[config.mk]
export PLATFORM = sky130hd
export DESIGN_NAME = pll_lock_rstgen
export DESIGN_NICKNAME = d
export VERILOG_FILES = /design/src/rtl/pll_lock_rstgen.sv
export SDC_FILE = /design/constraint.sdc
export NUM_CORES = 1
export LEC_CHECK = 0
export ABC_AREA = 1
export BUFFER_PORTS_ARGS = -buffer_cell sky130_fd_sc_hd__buf_2
export CORE_ASPECT_RATIO = 1.25
export CORE_MARGIN = 5
export CORE_UTILIZATION = 30
export DETAILED_ROUTE_END_ITERATION = 12
export GPL_ROUTABILITY_DRIVEN = 0
export SETUP_SLACK_MARGIN = 0.05
export SLEW_MARGIN = 0
export SYNTH_ARGS = -nofsm -noshare
export SYNTH_HDL_FRONTEND = slang
export SYNTH_SLANG_ARGS = --single-unit
[constraint.sdc]
create_clock -name clk_i -period 2.9 [get_ports clk_i]
set_input_delay 0.58 -clock clk_i [delete_from_list [all_inputs] [get_ports clk_i]]
set_output_delay 0.58 -clock clk_i [all_outputs]
set_load 0.02 [all_outputs]
[src/rtl/pll_lock_rstgen.sv]
// PLL lock qualifier and core reset generator: synchronizes LOCK, waits for it to be stable,
// holds the core in reset for a short time after lock, and pulls reset again on a sustained lock loss.
module pll_lock_rstgen #(
    parameter int SYNC_STAGES     = 2,
    parameter int LOCK_CYCLES     = 1024,
    parameter int RST_HOLD_CYCLES = 16,
    parameter int GLITCH_CYCLES   = 4
) (
    input  logic       clk_i,
    input  logic       rstn_i,
    input  logic       lock_i,
    output logic       rstn_o,
    output logic       locked_o,
    output logic [7:0] lost_cnt_o,
    output logic [2:0] state_o
);

    localparam int CNT_MAX_LH = (LOCK_CYCLES > RST_HOLD_CYCLES) ? LOCK_CYCLES : RST_HOLD_CYCLES;
    localparam int CNT_MAX    = (CNT_MAX_LH > GLITCH_CYCLES) ? CNT_MAX_LH : GLITCH_CYCLES;
    localparam int CNT_W      = (CNT_MAX < 2) ? 1 : $clog2(CNT_MAX);

    localparam logic [CNT_W-1:0] LOCK_LAST   = CNT_W'(LOCK_CYCLES - 1);
    localparam logic [CNT_W-1:0] HOLD_LAST   = CNT_W'(RST_HOLD_CYCLES - 1);
    localparam logic [CNT_W-1:0] GLITCH_LAST = CNT_W'(GLITCH_CYCLES - 1);

    typedef enum logic [2:0] {
        ST_WAIT   = 3'd0,
        ST_STABLE = 3'd1,
        ST_HOLD   = 3'd2,
        ST_RUN    = 3'd3,
        ST_LOST   = 3'd4
    } state_t;

    logic [SYNC_STAGES-1:0] sync_q;
    logic [SYNC_STAGES-1:0] sync_d;
    logic                   lock_s;
    state_t                 state_q;
    state_t                 state_d;
    logic [CNT_W-1:0]       cnt_q;
    logic [CNT_W-1:0]       cnt_d;
    logic                   rstn_q;
    logic                   rstn_d;
    logic                   locked_q;
    logic                   locked_d;
    logic [7:0]             lost_cnt_q;
    logic [7:0]             lost_cnt_d;

    // lock_i is asynchronous to clk_i; only the last stage of this chain is ever used.
    assign sync_d[0] = lock_i;
    generate
        for (genvar gi = 1; gi < SYNC_STAGES; gi++) begin : g_sync
            assign sync_d[gi] = sync_q[gi-1];
        end
    endgenerate
    assign lock_s = sync_q[SYNC_STAGES-1];

    always_comb begin
        state_d = state_q;
        cnt_d   = cnt_q;
        case (state_q)
            ST_WAIT: begin
                cnt_d = '0;
                if (lock_s) begin
                    state_d = ST_STABLE;
                    cnt_d   = CNT_W'(1);
                end
            end
            ST_STABLE: begin
                if (!lock_s) begin
                    state_d = ST_WAIT;
                    cnt_d   = '0;
                end else if (cnt_q == LOCK_LAST) begin
                    state_d = ST_HOLD;
                    cnt_d   = '0;
                end else begin
                    cnt_d = cnt_q + 1'b1;
                end
            end
            ST_HOLD: begin
                // A drop outranks reaching the hold terminal count in the same cycle.
                if (!lock_s) begin
                    state_d = ST_LOST;
                    cnt_d   = '0;
                end else if (cnt_q == HOLD_LAST) begin
                    state_d = ST_RUN;
                    cnt_d   = '0;
                end else begin
                    cnt_d = cnt_q + 1'b1;
                end
            end
            ST_RUN: begin
                if (lock_s) begin
                    cnt_d = '0;
                end else if (cnt_q == GLITCH_LAST) begin
                    state_d = ST_LOST;
                    cnt_d   = '0;
                end else begin
                    cnt_d = cnt_q + 1'b1;
                end
            end
            ST_LOST: begin
                state_d = ST_WAIT;
                cnt_d   = '0;
            end
            default: begin
                state_d = ST_WAIT;
                cnt_d   = '0;
            end
        endcase
    end

    // Outputs decode the next state so they move on the same edge as state_q.
    always_comb begin
        rstn_d     = (state_d == ST_RUN);
        locked_d   = (state_d == ST_HOLD) || (state_d == ST_RUN);
        lost_cnt_d = lost_cnt_q;
        if ((state_d == ST_LOST) && (state_q != ST_LOST) && (lost_cnt_q != 8'hFF)) begin
            lost_cnt_d = lost_cnt_q + 8'd1;
        end
    end

    always_ff @(posedge clk_i or negedge rstn_i) begin
        if (!rstn_i) begin
            sync_q     <= '0;
            state_q    <= ST_WAIT;
            cnt_q      <= '0;
            rstn_q     <= 1'b0;
            locked_q   <= 1'b0;
            lost_cnt_q <= 8'd0;
        end else begin
            sync_q     <= sync_d;
            state_q    <= state_d;
            cnt_q      <= cnt_d;
            rstn_q     <= rstn_d;
            locked_q   <= locked_d;
            lost_cnt_q <= lost_cnt_d;
        end
    end

    assign rstn_o     = rstn_q;
    assign locked_o   = locked_q;
    assign lost_cnt_o = lost_cnt_q;
    assign state_o    = state_q;

endmodule

==> metrics.txt <==
outcome finished clean; Fillers 476; Fin. Hold Viols 0; R2R Setup Slk 1.30 ns; CTS Buf Count 3; P_leak 0.000706 uW; Synth async-reset ratio 100%; Sink Count 25; main flop type after synthesis dfrtp_1; vias in the first global route 1149; All-Layer GR Usage 11.0%; DRC viols 0; Setup violations, final 0; Reg clk slew, reported paths 0.08 ns; CTS tree built; share of the synthesized area in the top cell type 48.0%; worst IR drop on VDD 190 uV; worst-skew pair later-pin latency 0.27 ns; Final min period 1.60 ns; DP HPWL 2.05 mm; pre-CTS WS 1.30 ns; required time of the worst setup path 3.04 ns; synthesis-stage register bit count 25; sequential area share after synthesis 48.0%; Post-synth EDFFs 0; period utilization 55.2%; Synth Cell Area 1300 um2; setup ws final 1.30 ns; CP peak stage delay 0.37 ns; wire per inst 11.7 um; Synth cell types 24; Startpoint Class flip-flop; initial DRC count 33; clk root buf clkbuf_8; post-route cell area 1480 um2; Slowest cell on crit path dfrtp_1; worst-margin pin slew 0.546 ns; Syn. warnings 0; nets 178; Die Height 83.7 um; top cells by count, synth nand2_1 (35), dfrtp_1 (25), inv_1 (15), nor2_1 (15), nand3_1 (13); worst r2r path cells 6; Die Wd 69.0 um; # H-tree levels 1; Worst R2R End state_o[0]$_DFF_PN0_; Critical Path End Type flip-flop; crit-path max FO 7; largest net degree at the start of global routing 26; fmax 0.625 GHz; largest area contributor in the netlist dfrtp_1; boundary pin count 16; Post-Syn Nets 159; WL final 2.67 mm; CP Cell Sequence ha_1 -> nand3_1 -> inv_1 -> nand4_1 -> nand2_1 -> nand4_1; post-layout util 35.6%; Post-CTS Resized 0; antenna viol nets, final 0; layout cell share with drive strength beyond 1 15.7%; most frequent CP cell nand4_1; RSZ-0062 raised after global routing no; initial antenna violation count 0; vias per inst 4.64; clk_skew 0.00257 ns; syn_area_per_cell 8.47 um2; number of placement rows 26; Critical Path AT 1.74 ns; Initial DRT Pass Iterations 4; Setup Crit Path Kind flip-flop to flip-flop; Max Root-Sink Buffers 2; setup TNS 0 ns; cts hold-fix bufs 0; post-CTS setup buffers 0; Worst slew margin 63.6%; area of the core 4160 um2; first-pass GRT wire length 4.93 mm; PD cells 421 nW/um2; max-slew violations 0; vias 1059; Max Cap Viol 0; R2R Path Start cnt_q[0]$_DFF_PN0_; top-count cell post-synth nand2_1; Port Buffer Count 15; Post-Synthesis Cells 154; die area 5770 um2; Area Growth Syn to Fin 13.7%; Min-Delay Path Class input port to async pin; diodes inserted 0; main area contributors after synthesis dfrtp_1 (48%), nand2_1 (10%), xor2_1 (5.4%), nand3_1 (5.0%), inv_1 (4.3%); gr ovfl total 0; Initial Util 31.3%; placed cell areas 1440 um2
## worst max-delay path: cells and delay by family, from the launching register on
kind                     cells  cell delay (ns)
adder cells (fa/ha/maj)      1             0.21
buffers and inverters        1             0.17
flip-flops                   1             0.37
AND/OR/NAND/NOR              4             0.73
## routing by layer
metal / GRT usage [%] / vias to the layer above / wire (um) / part of all wire [%]
met5: 0 / - / 0 / 0
met4: 4.79 / 0 / 48 / 1.8
met3: 2.56 / 4 / 82 / 3.1
met2: 18.0 / 15 / 1320 / 49
met1: 13.3 / 501 / 1220 / 46
li1: - / 539 / - / -
## final cells by class
| cell class | instances | area (um2) | area share [%] |
|---|---|---|---|
| Tap cell | 56 | 70.1 | 4.73 |
| Timing Repair Buffer | 15 | 75.1 | 5.06 |
| Multi-Input combinational cell | 112 | 607 | 40.9 |
| Sequential cell | 25 | 626 | 42.2 |
| Inverter | 16 | 60.1 | 4.05 |
| Clock buffer | 4 | 45.0 | 3.04 |
## sequential cells by signal, summed over array words and instances (netlist names)
signal / count
rstn_o: 1
sync_q: 2
lost_cnt_o: 8
state_o: 3
locked_o: 1
cnt_q: 10
## report_power, final
group          switching [uW]  internal (uW)  leakage, uW
registers                10.5            358     0.000340
clock network             103           98.2    0.0000228
logic                    38.6           16.8     0.000343
total                     152            473     0.000706
## placed cells by master, fill, tap and decap left out, types with 2 or more instances in the layout
cell and count:
clkbuf_8 3, nand3_1 13, nor2_2 2, o211ai_1 2
o21ai_2 2, nand3b_1 2, xnor2_1 4, nand2_1 35
ha_1 2, o21ai_0 2, xor2_1 8, nor2_1 15
inv_1 15, nand4_1 7, a21oi_1 10, nor3_1 2
buf_2 15, dfrtp_1 25
## worst max-delay path by stage
| stage | startpoint | to | depth (start not counted) | slack [ns] |
|---|---|---|---|---|
| after floorplan | lost_cnt_o[0]$_DFFE_PN0P_ | lost_cnt_o[2]$_DFFE_PN0P_ | 9 | 1.31 |
| after global placement | cnt_q[0]$_DFF_PN0_ | lost_cnt_o[2]$_DFFE_PN0P_ | 8 | 1.31 |
| after detailed placement | cnt_q[0]$_DFF_PN0_ | lost_cnt_o[6]$_DFFE_PN0P_ | 8 | 1.30 |
| after CTS | cnt_q[0]$_DFF_PN0_ | lost_cnt_o[2]$_DFFE_PN0P_ | 8 | 1.28 |
| after global routing | cnt_q[0]$_DFF_PN0_ | lost_cnt_o[2]$_DFFE_PN0P_ | 8 | 1.03 |
| final | cnt_q[0]$_DFF_PN0_ | state_o[0]$_DFF_PN0_ | 6 | 1.30 |
## cell families after synthesis
group / count (synthesis) / share of synthesized area [%]
buffers and inverters: 17 / 5.47
xor gates and xnor gates: 12 / 8.06
and+or+nand+nor: 79 / 27.4
DFF: 25 / 48.0
AOI/OAI and AO/OA: 19 / 9.21
adders and majority gates: 2 / 1.92
## through the flow
step	instances	power (uW)	hold WS [ns]
final	228	625	0.292
after global routing	228	664	0.336
after CTS	228	636	0.308
after detailed placement	224	432	0.339
after global placement	224	431	0.337
after floorplan	154	410	0.284
Power figures use the tool's default switching activity.
